$ cat config.mk
export PLATFORM = sky130hd
export DESIGN_NAME = expr_lexer_flat
export DESIGN_NICKNAME = d
export VERILOG_FILES = /design/src/rtl/expr_pkg.sv /design/src/rtl/expr_lexer_if.sv /design/src/rtl/expr_char_class.sv /design/src/rtl/expr_lexer.sv /design/src/flat_wrapper.sv
export SDC_FILE = /design/constraint.sdc
export NUM_CORES = 1
export LEC_CHECK = 0
export ABC_AREA = 1
export BUFFER_PORTS_ARGS = -buffer_cell sky130_fd_sc_hd__buf_2
export CAP_MARGIN = 20
export CELL_PAD_IN_SITES_DETAIL_PLACEMENT = 0
export CELL_PAD_IN_SITES_GLOBAL_PLACEMENT = 2
export CORE_ASPECT_RATIO = 0.8
export CORE_MARGIN = 10
export CORE_UTILIZATION = 33
export DETAILED_ROUTE_END_ITERATION = 6
export PLACE_DENSITY = 0.85
export SLEW_MARGIN = 20
export SYNTH_ARGS = -nofsm -noshare
export SYNTH_HDL_FRONTEND = slang
export SYNTH_SLANG_ARGS = --single-unit
$ cat constraint.sdc
create_clock -name clk -period 3.2 [get_ports clk]
set_clock_uncertainty 0.2 [all_clocks]
set_input_delay 0.48 -clock clk [delete_from_list [all_inputs] [get_ports clk]]
set_output_delay 0.48 -clock clk [all_outputs]
set_load 0.02 [all_outputs]
$ cat src/rtl/expr_pkg.sv
// Shared definitions for the expression lexer: token codes, FSM states,
// character classes and the ASCII constants the classifier matches on.
package expr_pkg;

    localparam int VAL_W = 16;

    typedef enum logic [2:0] {
        TOK_NUM = 3'd0,
        TOK_ADD = 3'd1,
        TOK_SUB = 3'd2,
        TOK_MUL = 3'd3,
        TOK_EQ  = 3'd4,
        TOK_END = 3'd5,
        TOK_ERR = 3'd7
    } tok_kind_e;

    typedef enum logic [1:0] {
        ST_IDLE = 2'd0,
        ST_NUM  = 2'd1,
        ST_HOLD = 2'd2,
        ST_ERR  = 2'd3
    } state_e;

    typedef enum logic [2:0] {
        CC_DIGIT = 3'd0,
        CC_OP    = 3'd1,
        CC_SPACE = 3'd2,
        CC_TERM  = 3'd3,
        CC_BAD   = 3'd4
    } char_class_e;

    localparam logic [7:0] CH_0     = 8'h30;  // '0'
    localparam logic [7:0] CH_9     = 8'h39;  // '9'
    localparam logic [7:0] CH_PLUS  = 8'h2B;  // '+'
    localparam logic [7:0] CH_MINUS = 8'h2D;  // '-'
    localparam logic [7:0] CH_STAR  = 8'h2A;  // '*'
    localparam logic [7:0] CH_EQ    = 8'h3D;  // '='
    localparam logic [7:0] CH_SPACE = 8'h20;  // ' '
    localparam logic [7:0] CH_SEMI  = 8'h3B;  // ';'
    localparam logic [7:0] CH_NUL   = 8'h00;

    // acc*10 + digit, truncated to the value width (silent wrap)
    function automatic logic [VAL_W-1:0] acc_step(input logic [VAL_W-1:0] acc,
                                                  input logic [3:0] digit);
        logic [VAL_W-1:0] times10;
        times10  = (acc << 3) + (acc << 1);
        acc_step = times10 + {{(VAL_W-4){1'b0}}, digit};
    endfunction

endpackage

$ cat src/rtl/expr_lexer_if.sv
// Character-in / token-out stream bundle. The master side feeds characters
// and consumes tokens; the slave side is the lexer.
interface expr_lexer_if;
    import expr_pkg::*;

    logic [7:0]       in_char;
    logic             in_valid;
    logic             in_ready;
    logic [2:0]       tok_kind;
    logic [VAL_W-1:0] tok_val;
    logic             out_valid;
    logic             out_ready;

    modport master (
        output in_char, in_valid, out_ready,
        input  in_ready, tok_kind, tok_val, out_valid
    );

    modport slave (
        input  in_char, in_valid, out_ready,
        output in_ready, tok_kind, tok_val, out_valid
    );

endinterface

$ cat src/rtl/expr_char_class.sv
// Purely combinational character classifier: class, digit value and the
// operator token a character maps to.
module expr_char_class
    import expr_pkg::*;
(
    input  logic [7:0]  ch,
    output char_class_e cls,
    output logic [3:0]  digit,
    output tok_kind_e   op_kind
);

    logic [7:0] ch_off;
    assign ch_off = ch - CH_0;

    // Decode the character into its class and payload
    always_comb begin
        cls     = CC_BAD;
        digit   = 4'd0;
        op_kind = TOK_ERR;
        if (ch >= CH_0 && ch <= CH_9) begin
            cls   = CC_DIGIT;
            digit = ch_off[3:0];
        end else begin
            case (ch)
                CH_PLUS:  begin cls = CC_OP; op_kind = TOK_ADD; end
                CH_MINUS: begin cls = CC_OP; op_kind = TOK_SUB; end
                CH_STAR:  begin cls = CC_OP; op_kind = TOK_MUL; end
                CH_EQ:    begin cls = CC_OP; op_kind = TOK_EQ;  end
                CH_SPACE: cls = CC_SPACE;
                CH_SEMI:  cls = CC_TERM;
                CH_NUL:   cls = CC_TERM;
                default:  cls = CC_BAD;
            endcase
        end
    end

endmodule

$ cat src/rtl/expr_lexer.sv
// Streaming arithmetic-expression lexer. Turns a character stream into
// NUM/operator/END/ERR tokens through a single registered output slot.
// A number terminated by an operator or terminator produces two tokens;
// the second is parked in HOLD until the output slot frees.
module expr_lexer
    import expr_pkg::*;
(
    input  logic         clk,
    input  logic         reset,
    expr_lexer_if.slave  bus
);

    state_e           state_reg, state_next;
    logic [VAL_W-1:0] acc_reg, acc_next;
    tok_kind_e        pend_reg, pend_next;

    tok_kind_e        tok_kind_reg;
    logic [VAL_W-1:0] tok_val_reg;
    logic             out_valid_reg;

    logic             emit;
    tok_kind_e        emit_kind;
    logic [VAL_W-1:0] emit_val;

    char_class_e      cls;
    logic [3:0]       digit;
    tok_kind_e        op_kind;

    logic             slot_free;
    logic             accept;

    expr_char_class u_class (
        .ch      (bus.in_char),
        .cls     (cls),
        .digit   (digit),
        .op_kind (op_kind)
    );

    // The output slot can take a new token when empty or being drained now;
    // reset is folded in so the source sees in_ready low during reset.
    assign slot_free    = !out_valid_reg || bus.out_ready;
    assign bus.in_ready = reset && (state_reg != ST_HOLD) && slot_free;
    assign accept       = bus.in_valid && bus.in_ready;

    // State register together with the accumulator and parked token
    always_ff @(posedge clk) begin
        if (!reset) begin
            state_reg <= ST_IDLE;
            acc_reg   <= '0;
            pend_reg  <= TOK_END;
        end else begin
            state_reg <= state_next;
            acc_reg   <= acc_next;
            pend_reg  <= pend_next;
        end
    end

    // Next-state decision
    always_comb begin
        state_next = state_reg;
        case (state_reg)
            ST_IDLE: begin
                if (accept) begin
                    if (cls == CC_DIGIT)    state_next = ST_NUM;
                    else if (cls == CC_BAD) state_next = ST_ERR;
                end
            end
            ST_NUM: begin
                if (accept) begin
                    case (cls)
                        CC_SPACE: state_next = ST_IDLE;
                        CC_OP:    state_next = ST_HOLD;
                        CC_TERM:  state_next = ST_HOLD;
                        CC_BAD:   state_next = ST_ERR;
                        default:  state_next = ST_NUM;
                    endcase
                end
            end
            ST_HOLD: begin
                if (slot_free) state_next = ST_IDLE;
            end
            ST_ERR: begin
                if (accept && cls == CC_TERM) state_next = ST_IDLE;
            end
            default: state_next = ST_IDLE;
        endcase
    end

    // Token emission and datapath updates for the current state/char
    always_comb begin
        emit      = 1'b0;
        emit_kind = TOK_NUM;
        emit_val  = '0;
        acc_next  = acc_reg;
        pend_next = pend_reg;
        case (state_reg)
            ST_IDLE: begin
                if (accept) begin
                    case (cls)
                        CC_DIGIT: acc_next = {{(VAL_W-4){1'b0}}, digit};
                        CC_OP:    begin emit = 1'b1; emit_kind = op_kind; end
                        CC_TERM:  begin emit = 1'b1; emit_kind = TOK_END; end
                        CC_BAD:   begin emit = 1'b1; emit_kind = TOK_ERR; end
                        default:  ;
                    endcase
                end
            end
            ST_NUM: begin
                if (accept) begin
                    case (cls)
                        CC_DIGIT: acc_next = acc_step(acc_reg, digit);
                        CC_SPACE: begin
                            emit = 1'b1; emit_kind = TOK_NUM; emit_val = acc_reg;
                        end
                        CC_OP: begin
                            emit = 1'b1; emit_kind = TOK_NUM; emit_val = acc_reg;
                            pend_next = op_kind;
                        end
                        CC_TERM: begin
                            emit = 1'b1; emit_kind = TOK_NUM; emit_val = acc_reg;
                            pend_next = TOK_END;
                        end
                        default: begin
                            emit = 1'b1; emit_kind = TOK_ERR; acc_next = '0;
                        end
                    endcase
                end
            end
            ST_HOLD: begin
                if (slot_free) begin
                    emit = 1'b1; emit_kind = pend_reg;
                end
            end
            ST_ERR: begin
                if (accept && cls == CC_TERM) begin
                    emit = 1'b1; emit_kind = TOK_END;
                end
            end
            default: ;
        endcase
    end

    // Output slot: load on emit, clear when consumed, hold while stalled
    always_ff @(posedge clk) begin
        if (!reset) begin
            out_valid_reg <= 1'b0;
            tok_kind_reg  <= TOK_NUM;
            tok_val_reg   <= '0;
        end else if (emit) begin
            out_valid_reg <= 1'b1;
            tok_kind_reg  <= emit_kind;
            tok_val_reg   <= emit_val;
        end else if (bus.out_ready) begin
            out_valid_reg <= 1'b0;
        end
    end

    assign bus.out_valid = out_valid_reg;
    assign bus.tok_kind  = tok_kind_reg;
    assign bus.tok_val   = tok_val_reg;

endmodule
$ cat src/flat_wrapper.sv
// flat-port wrapper written by rule: the top's interface ports become plain ports
module expr_lexer_flat import expr_pkg::*;
  (clk, reset, bus_in_char, bus_in_valid, bus_out_ready, bus_in_ready, bus_tok_kind, bus_tok_val, bus_out_valid);
  expr_lexer_if bus_i ();
  input  logic clk;
  input  logic reset;
  input wire logic [$bits(bus_i.in_char)-1:0] bus_in_char;
  input wire logic [$bits(bus_i.in_valid)-1:0] bus_in_valid;
  input wire logic [$bits(bus_i.out_ready)-1:0] bus_out_ready;
  output wire logic [$bits(bus_i.in_ready)-1:0] bus_in_ready;
  output wire logic [$bits(bus_i.tok_kind)-1:0] bus_tok_kind;
  output wire logic [$bits(bus_i.tok_val)-1:0] bus_tok_val;
  output wire logic [$bits(bus_i.out_valid)-1:0] bus_out_valid;
  assign bus_i.in_char = bus_in_char;
  assign bus_i.in_valid = bus_in_valid;
  assign bus_i.out_ready = bus_out_ready;
  assign bus_in_ready = bus_i.in_ready;
  assign bus_tok_kind = bus_i.tok_kind;
  assign bus_tok_val = bus_i.tok_val;
  assign bus_out_valid = bus_i.out_valid;
  expr_lexer u_core (.clk(clk), .reset(reset), .bus(bus_i));
endmodule
==> results of run 1 <==
layout make-up:
type                       instances  area (um2)  share of cell area (%)
timing repair buffer              43         243                    6.55
clock buffer                       5         125                    3.38
inverter                          81         312                    8.41
tap                              136         170                    4.59
sequential                        41         821                    22.2
multi-input combinational        352        2020                    54.4
clock inverter                     3        17.5                   0.473
placed cells by master, fill, tap and decap left out, types with 12 or more instances in the layout:
cell type,netlist,routed
a21oi_1,20,20
buf_2,2,32
dfxtp_1,41,41
ha_1,26,26
inv_1,58,58
inv_2,18,18
nand2_1,124,124
nand3_1,33,33
nor2_1,52,52
o21ai_0,12,12
o21ai_1,16,16
stage by stage:
step | hold slack [ns] | power, mW | setup slack (ns) | util [%]
after global placement | 0.252 | 1.53 | 0.0871 | 36.9
after global routing | 0.307 | 2.18 | 0.0536 | 38.4
final | 0.269 | 2.01 | 0.328 | 38.4
after floorplan | 0.229 | 1.36 | 0.175 | -
after detailed placement | 0.262 | 1.54 | 0.0545 | 36.9
after CTS | 0.279 | 2.04 | 0.324 | 38.4
synthesized netlist by cell type (all sizes together):
library cell / number / area [um2]
xnor2: 5 / 43.8
nand3: 36 / 203
o21ai: 37 / 219
ha: 26 / 325
o211ai: 3 / 22.5
fa: 2 / 40.0
buf: 9 / 88.8
xor2: 4 / 35.0
or2: 1 / 6.26
nor3: 4 / 20.0
a21oi: 28 / 170
nand2: 136 / 571
nor2: 61 / 294
o21bai: 3 / 22.5
nand4: 6 / 43.8
inv: 77 / 292
dfxtp: 41 / 821
clkinv: 4 / 20.0
clkbuf: 4 / 15.0
worst max path at each step:
stage	from	end	slack, ns
floorplan	bus_in_char[6]	u_core.acc_reg[14]	0.18
detailed placement	bus_in_char[7]	u_core.acc_reg[14]	0.05
finish	bus_in_char[6]	u_core.acc_reg[14]	0.33
CTS	bus_in_char[7]	u_core.acc_reg[14]	0.32
global placement	bus_in_char[6]	u_core.acc_reg[14]	0.09
global route	bus_in_char[6]	u_core.acc_reg[14]	0.05
kinds of logic (layout without fill, tap and decap cells):
family | Yosys count | after routing | synth area share, %
AOI/OAI and AO/OA | 71 | 71 | 13.4
xor gates and xnor gates | 9 | 9 | 2.42
adders and majority gates | 28 | 28 | 11.2
DFF | 41 | 41 | 25.2
and+or+nand+nor | 244 | 244 | 35.0
buffers and inverters | 94 | 132 | 12.8
worst register-to-register path: cells and delay by family, from the launching register on:
| kind | cells | cell delay (ns) |
|---|---|---|
| AOI/OAI and AO/OA | 1 | 0.12 |
| buffers and inverters | 2 | 0.20 |
| adders and majority gates | 2 | 1.00 |
| DFF | 1 | 0.36 |
| and+or+nand+nor | 8 | 0.73 |
per-layer routing:
| layer | share of wire, % | vias up | track usage (%) |
|---|---|---|---|
| met5 | 0 | - | 0 |
| met4 | 0.42 | 0 | 1.90 |
| met3 | 3.0 | 2 | 2.18 |
| met2 | 43 | 46 | 18.7 |
| met1 | 53 | 1339 | 17.4 |
| li1 | - | 1613 | - |
where the power goes:
group | internal (mW) | total, mW | switching, mW
Sequential | 0.614 | 0.696 | 0.0821
Clock | 0.286 | 0.490 | 0.205
Combinational | 0.261 | 0.820 | 0.560
==> impl_metrics.ini, run 1 <==
[run_status]
outcome = finished, final reports clean

[timing]
fin_crit_sh_pct = 89.8
hold_violations = 0
fin_crit_ns = 2.87
tightestPinTransition_ns = 0.413
setup_viol = 0
slew_viol_final = 0
clock.fmax_mhz = 348
fin_tns_setup_ns = 0
max-slew-margin-rel_pct = 72.4
rsz0062_at_grt = no

[worst_hold_path]
holdCritStartpoint = u_core.pend_reg[0]
holdPathStages = 2
holdCritPathClass = register to register
hold_path_end = u_core.pend_reg[0]

[synthesis]
synth-seq-cells = 41
synth_seq_area_share_pct = 25.2
avgSynthCellArea_um2 = 6.68
syn_area_mm2 = 0.00325
yosysWarnings = 0
synth_cells = 487
ys_types = 36
synth_nets = 527

[detailed_routing]
drc_errors = 0
drtIter0Drc = 155
routedWlPerCell_um = 12.6
vias = 3000
drt-vias-per-instance = 4.54
ant_nets = 0
routed_wl_um = 8330
dr.pass1.iters = 4

[critical_path]
cp.depth = 19
critPathKind = input port to register
critPathArrivalTime_ns = 2.89
crit_required_ns = 3.22
worstReg2RegEnd = u_core.acc_reg[14]
cp_max_fo = 4
worst-path-buf-inv = 4
worst_path_max_delay_cell = fa_1
crit_path_start_kind = input port
critPathMaxStageDelay_ns = 0.49
path_delay_family = simple AND/OR/NAND/NOR gates
critPathMostFrequentCell = nand3_1
reg2reg_slack_ns = 0.52
end_kind = register
reg2reg_from = u_core.acc_reg[0]
cp_cell_sequence = buf_2 > inv_1 > nand2_1 > nor2_4 > nand2_2 > inv_2 > nand2_1 > fa_1 > inv_1 > fa_1 > nand3_1 > nand3_1 > nand3_1 > nand3_1 > nand2_1 > nand2_1 > nor2_1 > nand3_1 > a21oi_2
worst-r2r-cell-count = 13

[cts]
numCtsBuffers = 5
clockBufferDepth = 2
cts_setup_buffers = 0
cts_root_buffer = clkbuf_16
hold_buffers = 0
h-tree-depth = 2
cts-resized-gates = 0
clkTransAtPathRegs_ns = 0.06
clock_latency_ns = 0.28
clock_sinks = 41
cts_tree = yes

[placement]
dp.cells = 653
dpl-instance-area_mm2 = 0.00356
port_buffers = 32
hpwl_um = 6640
gp_congestion = 0.846

[die]
std_cell_rows = 32
die_y_um = 109
start_util_pct = 33.7
core_area_mm2 = 0.00965
io_pins = 33
die_area_mm2 = 0.0142
die_w_um = 131

[global_routing]
grt_overflow = 0
grt_max_degree = 36
grt_use_total_pct = 12.1
antenna_found_initial = 0
grt_pass1_wl_um = 13900
grt_pass1_vias = 2848

[cells_and_area]
syn_to_final_growth_pct = 13.9
drive_gt1_share_pct = 21.7
final_area_mm2 = 0.00370
layout.nets = 564
final_cells = 661
diodes = 0
n_fill_cell = 1063

[job]
drv_cap = 0

[power_and_ir_drop]
p_leak_nw = 1.91
peakVddDrop_mv = 0.264
powerDensity_mw_per_mm2 = 542
Note: power is estimated with default switching activity, not from simulation.
==> run 2, diff against run 1 <==
Settings changed: ABC_AREA 1 to unset, CORE_UTILIZATION 33 to 36.
==> impl_metrics.ini, run 2 <==
[critical_path]
worst-path-buf-inv = 2
cp.depth = 13
cp_cell_sequence = buf_2 > nor3b_4 > and3_4 > nand2_1 > fa_1 > inv_1 > fa_2 > a211o_1 > o211ai_1 > a21boi_2 > a21boi_0 > xor2_1 > o21ai_0
crit_path_start_kind = input port
critPathMaxStageDelay_ns = 0.47
critPathArrivalTime_ns = 3.05
worst_path_max_delay_cell = fa_1
cp_max_fo = 3
worst-r2r-cell-count = 10
crit_required_ns = 3.19
path_delay_family = compound AO/OA/AOI/OAI gates
critPathKind = input port to register
end_kind = register

[cts]
numCtsBuffers = 5
clkTransAtPathRegs_ns = 0.09
clockBufferDepth = 2
cts_root_buffer = clkbuf_8
clock_sinks = 41
cts_tree = yes
hold_buffers = 0
h-tree-depth = 2
clock_latency_ns = 0.30

[synthesis]
async_reset_ff_share_pct = 0
synth_nets = 348
avgSynthCellArea_um2 = 8.79
synthFlopType = dfxtp_1
synth_area_leaders = dfxtp_1, ha_1, nor2b_1, a22oi_1, nand2_1
synth_cells = 308
yosys.area.top_type = dfxtp_1
synth-seq-cells = 41
yosysWarnings = 0
syn_area_mm2 = 0.00271
synth_seq_area_share_pct = 30.3
yosys-top-cells-count = dfxtp_1, nand2_1, ha_1
synth.most_common_cell = dfxtp_1
synth_edf_count = 0
synth_top_area_share_pct = 30.3
ys_types = 56

[detailed_routing]
drtIter0Drc = 169
routed_wl_um = 7020
drc_errors = 0
routedWlPerCell_um = 15.8
vias = 2352
ant_nets = 0
drt-vias-per-instance = 5.31
dr.pass1.iters = 4

[die]
start_util_pct = 36.8
io_pins = 33
core_area_mm2 = 0.00736
die_y_um = 97.6
die_area_mm2 = 0.0114
std_cell_rows = 28
die_w_um = 117

[timing]
setup_viol = 0
slew_viol_final = 0
fin_tns_setup_ns = 0
hold_violations = 0
clock.fmax_mhz = 328
tightestPinTransition_ns = 0.429
max-slew-margin-rel_pct = 71.3
whs_ns = 0.259
fin_crit_sh_pct = 95.4
fin_crit_ns = 3.05

[job]
drv_cap = 0

[worst_hold_path]
holdCritPathClass = register to register
holdPathStages = 2

[global_routing]
grt_pass1_vias = 2326
grt_use_total_pct = 12.6
antenna_found_initial = 0
grt_max_degree = 32
grt_pass1_wl_um = 11800
grt_overflow = 0

[power_and_ir_drop]
powerDensity_mw_per_mm2 = 366
finalPower_mw = 1.18
power_frac_comb_pct = 11.7
switchingPower_mw = 0.292
intPower_mw = 0.888
power_frac_clock_pct = 43.9
p_leak_nw = 1.54
power_frac_seq_pct = 44.4
p_sw_share_pct = 24.8
peakVddDrop_mv = 0.301

[placement]
gp_congestion = 0.801
port_buffers = 32
hpwl_um = 5300
dp.cells = 433

[cells_and_area]
diodes = 0
final_common_cell = dfxtp_1
layout.nets = 392
syn_to_final_growth_pct = 19.2
mostFrequentLayoutCells = dfxtp_1, nand2_1, buf_2, ha_1
n_fill_cell = 739
drive_gt1_share_pct = 22.1
fin_util_pct = 43.9
final_cells = 443

[run_status]
outcome = finished, final reports clean
==> run 2: timing repair <==
action,4_1_cts,5_1_grt
buffers inserted,0,2
gates resized for setup,0,5
setup endpoints to repair,0,3
==> run 2: cells by family (layout without fill, tap and decap cells) <==
| kind of cell | Yosys count | count (layout) | share of synthesized area (%) |
|---|---|---|---|
| xor+xnor | 11 | 11 | 3.56 |
| fa+ha+maj | 28 | 28 | 13.5 |
| compound gates | 89 | 89 | 23.6 |
| mux | 8 | 8 | 2.96 |
| simple gates | 104 | 104 | 21.2 |
| flops | 41 | 41 | 30.3 |
| buf+inv | 27 | 72 | 4.90 |
==> run 2: stage by stage <==
step / instance area (um2) / worst slack (ns)
4_1_cts: 3190 / 0.0577
3_3_place_gp: 3050 / -0.188
2_1_floorplan: 2740 / -0.111
6_report: 3230 / 0.147
5_1_grt: 3230 / -0.0294
3_5_place_dp: 3050 / -0.258
==> run 2: path summary, 6_finish.rpt <==
kind	to	slack (ns)	start
max	u_core.acc_reg[12]	0.15	bus_in_char[6]
min reg2reg	u_core.bus.tok_kind[1]	0.26	u_core.bus.tok_kind[1]
min	u_core.bus.tok_kind[1]	0.26	u_core.bus.tok_kind[1]
max reg2reg	u_core.acc_reg[12]	0.36	u_core.acc_reg[0]
==> run 2: per-layer routing <==
| layer | GRT usage [%] | routed length, um | vias up |
|---|---|---|---|
| li1 | - | - | 1207 |
| met1 | 19.6 | 3870 | 1089 |
| met2 | 16.6 | 2760 | 49 |
| met3 | 2.53 | 331 | 7 |
| met4 | 3.42 | 57 | 0 |
| met5 | 0 | 0 | - |
==> run 2: worst reg2reg max path, cell delays in order (launching register included) <==
cell	delay [ns]
dfxtp_1	0.44
inv_1	0.09
fa_1	0.53
inv_1	0.07
fa_2	0.36
a211o_1	0.26
o211ai_1	0.17
a21boi_2	0.15
a21boi_0	0.23
xor2_1	0.16
o21ai_0	0.08
==> run 2: cell type report <==
class | instances | area (um2) | area share [%]
multi-input combinational | 240 | 1790 | 55.4
inverter | 9 | 33.8 | 1.05
clock buffer | 5 | 68.8 | 2.13
sequential | 41 | 821 | 25.4
clock inverter | 3 | 68.8 | 2.13
timing repair buffer | 55 | 333 | 10.3
tap | 90 | 113 | 3.49
==> run 2: power groups by stage <==
stage | Clock, mW | Combinational (mW) | Sequential (mW)
3_5_place_dp | 0 | 0.137 | 0.536
2_1_floorplan | 0 | 0.0887 | 0.540
6_report | 0.518 | 0.138 | 0.524
4_1_cts | 0.528 | 0.137 | 0.524
5_1_grt | 0.550 | 0.155 | 0.526
3_3_place_gp | 0 | 0.138 | 0.536
